**config.mk**
```make
export PLATFORM = sky130hd
export DESIGN_NAME = dual_counter_snapshot
export DESIGN_NICKNAME = d
export VERILOG_FILES = /design/src/rtl/dual_counter_snapshot_pkg.sv /design/src/rtl/dual_counter_snapshot_lane_delta.sv /design/src/rtl/dual_counter_snapshot.sv
export SDC_FILE = /design/constraint.sdc
export NUM_CORES = 1
export LEC_CHECK = 0
export BUFFER_PORTS_ARGS = -buffer_cell sky130_fd_sc_hd__buf_2
export CAP_MARGIN = 20
export CORE_ASPECT_RATIO = 2
export CORE_MARGIN = 1.5
export CORE_UTILIZATION = 45
export DETAILED_ROUTE_END_ITERATION = 8
export SLEW_MARGIN = 30
export SYNTH_ARGS = -nofsm -noshare
export SYNTH_HDL_FRONTEND = slang
export SYNTH_SLANG_ARGS = --single-unit
```
**constraint.sdc**
```tcl
create_clock -name clk -period 6.9 [get_ports clk]
set_input_delay 1.035 -clock clk [delete_from_list [all_inputs] [get_ports clk]]
set_output_delay 1.035 -clock clk [all_outputs]
set_load 0.01 [all_outputs]
```
**src/rtl/dual_counter_snapshot_pkg.sv**
```systemverilog
// Shared constants and types for the dual-lane counter snapshot block.
package dual_counter_snapshot_pkg;

  localparam int LANE_WIDTH = 24;
  localparam int NUM_LANES  = 2;
  localparam logic [LANE_WIDTH-1:0] SAT_VALUE = 24'hFFFFFF;

  typedef enum logic {
    PRIME = 1'b0,
    RUN   = 1'b1
  } state_e;

  // Rollover count saturates at 3; anything >= 2 already forces saturation.
  function automatic logic [1:0] wrap_inc(input logic [1:0] wraps, input logic pulse);
    if (pulse && (wraps != 2'd3)) begin
      return 2'(wraps + 2'd1);
    end
    return wraps;
  endfunction

endpackage

```
**src/rtl/dual_counter_snapshot_lane_delta.sv**
```systemverilog
// One lane: previous snapshot, rollover counter for the open window,
// and the delta/saturation result for the most recent capture.
module lane_delta
  import dual_counter_snapshot_pkg::*;
(
  input  logic                  clk,
  input  logic                  rst,
  input  logic [LANE_WIDTH-1:0] count_i,
  input  logic                  overflow_i,
  input  logic                  prime_i,
  input  logic                  capture_i,
  output logic [LANE_WIDTH-1:0] delta_o,
  output logic                  sat_o
);

  logic [LANE_WIDTH-1:0] prev_q, prev_d;
  logic [LANE_WIDTH-1:0] cur_q, cur_d;
  logic [LANE_WIDTH-1:0] base_q, base_d;
  logic [1:0]            wraps_q, wraps_d;
  logic [1:0]            cur_wraps_q, cur_wraps_d;
  logic [1:0]            wraps_inc;
  logic [LANE_WIDTH-1:0] raw_delta;
  logic                  sat;

  // A rollover in the capture cycle still belongs to the window being closed.
  always_comb begin
    wraps_inc   = wrap_inc(wraps_q, overflow_i);
    wraps_d     = wraps_inc;
    prev_d      = prev_q;
    cur_d       = cur_q;
    base_d      = base_q;
    cur_wraps_d = cur_wraps_q;
    if (prime_i || capture_i) begin
      prev_d  = count_i;
      wraps_d = 2'd0;
    end
    if (capture_i) begin
      cur_d       = count_i;
      base_d      = prev_q;
      cur_wraps_d = wraps_inc;
    end
  end

  always_ff @(posedge clk) begin
    if (rst) begin
      prev_q      <= '0;
      cur_q       <= '0;
      base_q      <= '0;
      wraps_q     <= '0;
      cur_wraps_q <= '0;
    end else begin
      prev_q      <= prev_d;
      cur_q       <= cur_d;
      base_q      <= base_d;
      wraps_q     <= wraps_d;
      cur_wraps_q <= cur_wraps_d;
    end
  end

  // Zero rollovers with cur < base means the upstream counter was reset.
  always_comb begin
    raw_delta = cur_q - base_q;
    sat = (cur_wraps_q >= 2'd2) ||
          ((cur_wraps_q == 2'd1) && (cur_q >= base_q)) ||
          ((cur_wraps_q == 2'd0) && (cur_q < base_q));
    delta_o = sat ? SAT_VALUE : raw_delta;
    sat_o   = sat;
  end

endmodule

```
**src/rtl/dual_counter_snapshot.sv**
```systemverilog
// Gate timer, PRIME/RUN sequencing and valid/ready result register for
// periodic per-lane deltas of a dual 24-bit counter.
module dual_counter_snapshot
  import dual_counter_snapshot_pkg::*;
#(
  parameter int GATE_CYCLES = 1000000,
  parameter int TIMER_BITS  = 20
) (
  input  logic        clk,
  input  logic        rst,
  input  logic        en,
  input  logic [47:0] count,
  input  logic [1:0]  overflow,
  output logic [47:0] dat_o,
  output logic [1:0]  sat_o,
  output logic        overrun_o,
  output logic        valid_o,
  input  logic        ready_i
);

  logic [TIMER_BITS-1:0] timer_q, timer_d;
  logic                  gate_tick;
  state_e                state_q;
  logic                  prime, capture;
  logic                  calc_q, calc_d;
  logic [47:0]           dat_q, dat_d;
  logic [1:0]            sat_q, sat_d;
  logic                  valid_q, valid_d;
  logic                  overrun_q, overrun_d;
  logic [47:0]           delta_all;
  logic [1:0]            sat_all;
  logic                  accept;

  always_comb begin
    gate_tick = en && (timer_q == TIMER_BITS'(GATE_CYCLES - 1));
    timer_d   = timer_q + 1'b1;
    if (!en || gate_tick) begin
      timer_d = '0;
    end
    prime   = gate_tick && (state_q == PRIME);
    capture = gate_tick && (state_q == RUN);
    calc_d  = capture;
  end

  always_ff @(posedge clk) begin
    if (rst) begin
      state_q <= PRIME;
    end else if (!en) begin
      state_q <= PRIME;
    end else if (gate_tick) begin
      state_q <= RUN;
    end
  end

  for (genvar i = 0; i < NUM_LANES; i++) begin : g_lane
    lane_delta u_lane (
      .clk        (clk),
      .rst        (rst),
      .count_i    (count[i*LANE_WIDTH +: LANE_WIDTH]),
      .overflow_i (overflow[i]),
      .prime_i    (prime),
      .capture_i  (capture),
      .delta_o    (delta_all[i*LANE_WIDTH +: LANE_WIDTH]),
      .sat_o      (sat_all[i])
    );
  end

  // A fresh result beats a same-cycle acceptance; overwriting an unaccepted one is an overrun.
  always_comb begin
    accept    = valid_q && ready_i;
    dat_d     = dat_q;
    sat_d     = sat_q;
    valid_d   = valid_q;
    overrun_d = overrun_q;
    if (calc_q) begin
      dat_d   = delta_all;
      sat_d   = sat_all;
      valid_d = 1'b1;
    end else if (accept) begin
      valid_d = 1'b0;
    end
    if (calc_q && valid_q && !ready_i) begin
      overrun_d = 1'b1;
    end else if (accept) begin
      overrun_d = 1'b0;
    end
  end

  always_ff @(posedge clk) begin
    if (rst) begin
      timer_q   <= '0;
      calc_q    <= 1'b0;
      dat_q     <= '0;
      sat_q     <= '0;
      valid_q   <= 1'b0;
      overrun_q <= 1'b0;
    end else begin
      timer_q   <= timer_d;
      calc_q    <= calc_d;
      dat_q     <= dat_d;
      sat_q     <= sat_d;
      valid_q   <= valid_d;
      overrun_q <= overrun_d;
    end
  end

  assign dat_o     = dat_q;
  assign sat_o     = sat_q;
  assign valid_o   = valid_q;
  assign overrun_o = overrun_q;

endmodule

```
==> results_tabular.tex <==
\begin{tabular}{lr}
\hline
Metric & Value \\
\hline
\multicolumn{2}{l}{\textbf{Outcome}} \\
\quad Run status & completed \\
\multicolumn{2}{l}{\textbf{Pwr}} \\
\quad Net load switching power & 0.000546 W \\
\quad Net switching fraction of the power & 21.1\% \\
\quad Maximum resistive drop on vdd & 0.264 mV \\
\quad Proportion of power drawn by the clock network & 47.3\% \\
\quad Reg power frac & 50.6\% \\
\quad Cell leakage power & 4.36 nW \\
\quad Int Power & 0.00204 W \\
\quad Total power per unit cell area & 218 nW/um\^{}2 \\
\quad Relative contribution of combinational cells to total power & 2.1\% \\
\multicolumn{2}{l}{\textbf{Critical path}} \\
\quad Terminus of the critical flop-to-flop path & dat\_o[9] \\
\quad R2r setup slk & 3.59 ns \\
\quad Arr. time, crit path & 3.68 ns \\
\quad Critical path type & register to register \\
\quad Element type at the critical path start & register \\
\quad FF-to-FF Start & g\_lane[0].u\_lane.cur\_q[0] \\
\quad Launch point of the worst path & g\_lane[0].u\_lane.cur\_q[0] \\
\quad Required time at the worst-slack endpoint & 7.26 ns \\
\quad Depth of the worst register-to-register path & 12 \\
\quad Kind of end point of the critical path & register \\
\quad Crit-path max FO & 14 \\
\quad Setup crit end & dat\_o[9] \\
\multicolumn{2}{l}{\textbf{Routing}} \\
\quad Detailed Routing Iterations Pass 1 & 5 \\
\quad Initial detailed-routing violation count & 352 \\
\quad Residual antenna-violating net count after detailed routing & 0 \\
\quad Number of DRC violations after detailed routing & 0 \\
\quad Final routed wire length divided by cell count & 15.3 um \\
\quad Vias post-DR & 8831 \\
\quad Routed vias/inst & 5.29 \\
\quad Final Routed Wirelength & 25500 um \\
\multicolumn{2}{l}{\textbf{Hold path}} \\
\quad Type of the tightest min-delay check & register to register \\
\quad Beginning of the worst hold path & g\_lane[1].u\_lane.prev\_q[13] \\
\multicolumn{2}{l}{\textbf{Floorplanning}} \\
\quad Die area & 24200 um\^{}2 \\
\quad Chip Width & 111 um \\
\quad Starting density of the core & 46.0\% \\
\quad Std cell rows & 78 \\
\quad Std-Cell Core Area & 22700 um\^{}2 \\
\quad Height of the chip & 219 um \\
\quad Ports placed on the boundary & 106 \\
\multicolumn{2}{l}{\textbf{Timing}} \\
\quad Tcrit/Tclk final & 48.0\% \\
\quad Shortest clock period the worst path allows after layout & 3.31 ns \\
\quad Achievable frequency & 0.302 GHz \\
\quad Clock Skews & 0.0177 ns \\
\quad Hold\_ws & 0.445 ns \\
\quad Transition time of the tightest slew-check pin & 0.937 ns \\
\quad Final setup violation count & 0 \\
\quad Total negative slack & 0 ns \\
\quad Relative max-transition margin & 37.5\% \\
\quad Final max-slew violation count & 0 \\
\quad Setup repair after global routing missed its margin & false \\
\quad Count of final hold-check violations & 0 \\
\multicolumn{2}{l}{\textbf{Clock network}} \\
\quad Cts-stage hold buffer count & 0 \\
\quad Number of buffers created by CTS & 22 \\
\quad Post-CTS setup-driven buffer insertion count & 0 \\
\quad Post-CTS sizing & 0 \\
\quad TritonCTS Sinks & 226 \\
\quad TritonCTS clock tree & done \\
\quad Clk slew on worst S/H paths & 0.07 ns \\
\quad CTS Root Cell & sky130\_fd\_sc\_hd\_\_clkbuf\_16 \\
\quad Worst-skew pair later-pin latency & 0.52 ns \\
\quad Number of H-tree levels & 1 \\
\quad Maximum buffer depth of the clock tree & 3 \\
\multicolumn{2}{l}{\textbf{GRT}} \\
\quad Aggregate global-route resource usage & 21.1\% \\
\quad Largest net degree at the start of global routing & 112 \\
\quad Total gr overflow & 0 \\
\quad Number of antenna violations at the first check in global routing & 0 \\
\quad First-pass GRT wire length & 41800 um \\
\quad Vias in the first global route & 8556 \\
\multicolumn{2}{l}{\textbf{Cells and area}} \\
\quad Post-synthesis to final-layout area growth & 13.5\% \\
\quad Post-route cell area & 11900 um\^{}2 \\
\quad Final non-filler cell total & 1668 \\
\quad Final standard cell utilization of the core & 52.2\% \\
\quad Diode count & 0 \\
\quad Nets & 1479 \\
\quad Share of cells above drive strength 1 & 13.3\% \\
\quad Filler cell count & 2281 \\
\multicolumn{2}{l}{\textbf{Place}} \\
\quad Placer congestion estimate & 0.886 \\
\quad Area after detailed placement & 11100 um\^{}2 \\
\quad Placed cell count & 1628 \\
\quad PortBufs & 105 \\
\quad Detail Placement HPWL & 17400 um \\
\multicolumn{2}{l}{\textbf{Logic synthesis}} \\
\quad Synthesized netlist cell count & 1307 \\
\quad Leading area contributor after synthesis & sky130\_fd\_sc\_hd\_\_dfxtp\_1 \\
\quad Synth top area share & 43.2\% \\
\quad Unique masters post-synth & 61 \\
\quad Avg Inst Size Synth & 8.01 um\^{}2 \\
\quad Netlist Area Pre-Place & 10500 um\^{}2 \\
\quad Top\_reg\_cell synth & sky130\_fd\_sc\_hd\_\_dfxtp\_1 \\
\quad Top cells by area, synth & sky130\_fd\_sc\_hd\_\_dfxtp\_1 43\%, sky130\_fd\_sc\_hd\_\_nand2\_1 11\%, sky130\_fd\_sc\_hd\_\_a21oi\_1 8.6\%, sky130\_fd\_sc\_hd\_\_ha\_1 6.1\%, sky130\_fd\_sc\_hd\_\_nor2\_1 3.9\% \\
\quad Share of synthesized flip-flops with an asynchronous set or reset & 0\% \\
\quad Post-synthesis net count & 1414 \\
\quad Share of synthesized area occupied by flip-flops and latches & 43.2\% \\
\quad Count of flip-flops with a built-in enable after synthesis & 0 \\
\quad Warning count from the yosys run & 0 \\
\quad Flip-flop and latch count after synthesis & 226 \\
\multicolumn{2}{l}{\textbf{Job}} \\
\quad Max-cap viol count & 0 \\
\hline
\end{tabular}
==> worst min-delay path by stage <==
stage / endpoint / slack, ns / cells past startpoint
after floorplan: timer_q[0] / 0.43 / 1
after global placement: g_lane[0].u_lane.base_q[21] / 0.44 / 2
after detailed placement: g_lane[0].u_lane.base_q[14] / 0.44 / 2
after CTS: g_lane[0].u_lane.base_q[14] / 0.45 / 2
after global routing: g_lane[0].u_lane.prev_q[10] / 0.47 / 2
final: g_lane[1].u_lane.base_q[13] / 0.45 / 2
==> cells in the final DEF, fill, tap and decap left out, drive strengths merged, types with 3 or more instances in the layout <==
| cell | n |
|---|---|
| and2 | 3 |
| a21oi | 179 |
| o21bai | 4 |
| xor2 | 33 |
| a211o | 3 |
| nor2 | 110 |
| nand3 | 22 |
| nand2 | 313 |
| inv | 62 |
| a211oi | 62 |
| nand4 | 9 |
| clkinv | 7 |
| nor4 | 4 |
| o41ai | 4 |
| clkbuf | 31 |
| nor3 | 16 |
| buf | 111 |
| o21ai | 32 |
| xnor2 | 28 |
| nor2b | 9 |
| ha | 51 |
| o21a | 9 |
| nand2b | 5 |
| a21o | 8 |
| and3 | 6 |
| dfxtp | 226 |
| or2 | 3 |
==> synth_stat cells (3+ instances only) <==
cell / instances
sky130_fd_sc_hd__nor4_1: 4
sky130_fd_sc_hd__xor2_1: 33
sky130_fd_sc_hd__a21o_1: 8
sky130_fd_sc_hd__or2_2: 3
sky130_fd_sc_hd__buf_6: 4
sky130_fd_sc_hd__nand3_1: 22
sky130_fd_sc_hd__o21a_1: 9
sky130_fd_sc_hd__buf_2: 4
sky130_fd_sc_hd__nor2_1: 110
sky130_fd_sc_hd__ha_1: 51
sky130_fd_sc_hd__dfxtp_1: 226
sky130_fd_sc_hd__nor2b_1: 9
sky130_fd_sc_hd__nand2b_1: 5
sky130_fd_sc_hd__a211oi_2: 20
sky130_fd_sc_hd__o21ai_0: 31
sky130_fd_sc_hd__xnor2_1: 28
sky130_fd_sc_hd__nand2_1: 313
sky130_fd_sc_hd__o21bai_1: 4
sky130_fd_sc_hd__inv_1: 62
sky130_fd_sc_hd__nor3_1: 16
sky130_fd_sc_hd__and3_1: 5
sky130_fd_sc_hd__a21oi_1: 179
sky130_fd_sc_hd__clkbuf_1: 56
sky130_fd_sc_hd__a211oi_1: 41
sky130_fd_sc_hd__nand4_1: 9
sky130_fd_sc_hd__buf_1: 6
==> per-stage QoR <==
stage,power (W),setup WS [ns]
final,0.00259,3.59
after global routing,0.00268,3.33
after CTS,0.00263,3.56
after detailed placement,0.00139,3.57
after global placement,0.00139,3.50
after floorplan,0.00137,4.07
==> cell families after synthesis <==
family          count (synthesis)  synth area share (%)
compound gates                323                  19.8
xor+xnor                       61                  5.10
fa+ha+maj                      53                  6.48
buf+inv                       132                  5.07
flops                         226                  43.2
mux                             2                 0.191
simple gates                  510                  20.1
==> registers in the layout (all words and copies together) (netlist names) <==
name                       cells
calc_q                         1
dat_o                         48
g_lane.u_lane.base_q          48
g_lane.u_lane.cur_q           48
g_lane.u_lane.cur_wraps_q      4
g_lane.u_lane.prev_q          48
g_lane.u_lane.wraps_q          4
overrun_o                      1
sat_o                          2
state_q                        1
timer_q                       20
valid_o                        1
==> power groups by stage <==
stage	Sequential (W)	Combinational [W]	Clock, W
3_3_place_gp	0.00134	0.0000551	0
2_1_floorplan	0.00134	0.0000276	0
3_5_place_dp	0.00134	0.0000558	0
5_1_grt	0.00131	0.0000604	0.00131
4_1_cts	0.00131	0.0000559	0.00126
6_report	0.00131	0.0000552	0.00122
==> critical path, stage by stage (launching register included) <==
cell                       delay, ns
sky130_fd_sc_hd__dfxtp_1        0.33
sky130_fd_sc_hd__inv_1          0.05
sky130_fd_sc_hd__ha_1           0.20
sky130_fd_sc_hd__fa_1           0.40
sky130_fd_sc_hd__nor2b_1        0.16
sky130_fd_sc_hd__o31a_1         0.18
sky130_fd_sc_hd__nor2_1         0.09
sky130_fd_sc_hd__o41ai_2        0.43
sky130_fd_sc_hd__o21ai_0        0.15
sky130_fd_sc_hd__a21o_1         0.23
sky130_fd_sc_hd__a211oi_4       0.60
sky130_fd_sc_hd__buf_6          0.25
sky130_fd_sc_hd__a211oi_1       0.09
==> routing by layer <==
layer	global-route usage [%]	up-vias	wire, um
li1	-	4533	-
met1	22.1	4093	9940
met2	41.4	154	13900
met3	2.52	51	830
met4	8.97	0	799
met5	0	-	0
==> cell type report <==
class	count	area (um^2)	area share [%]
well taps	280	350	2.95
repair buffers	111	588	4.95
multi-input cells	949	5450	45.9
clock buffers	31	636	5.35
flip-flops and latches	226	4530	38.1
clock inverters	9	95.1	0.800
inverters	62	233	1.96
Power figures use the tool's default switching activity.
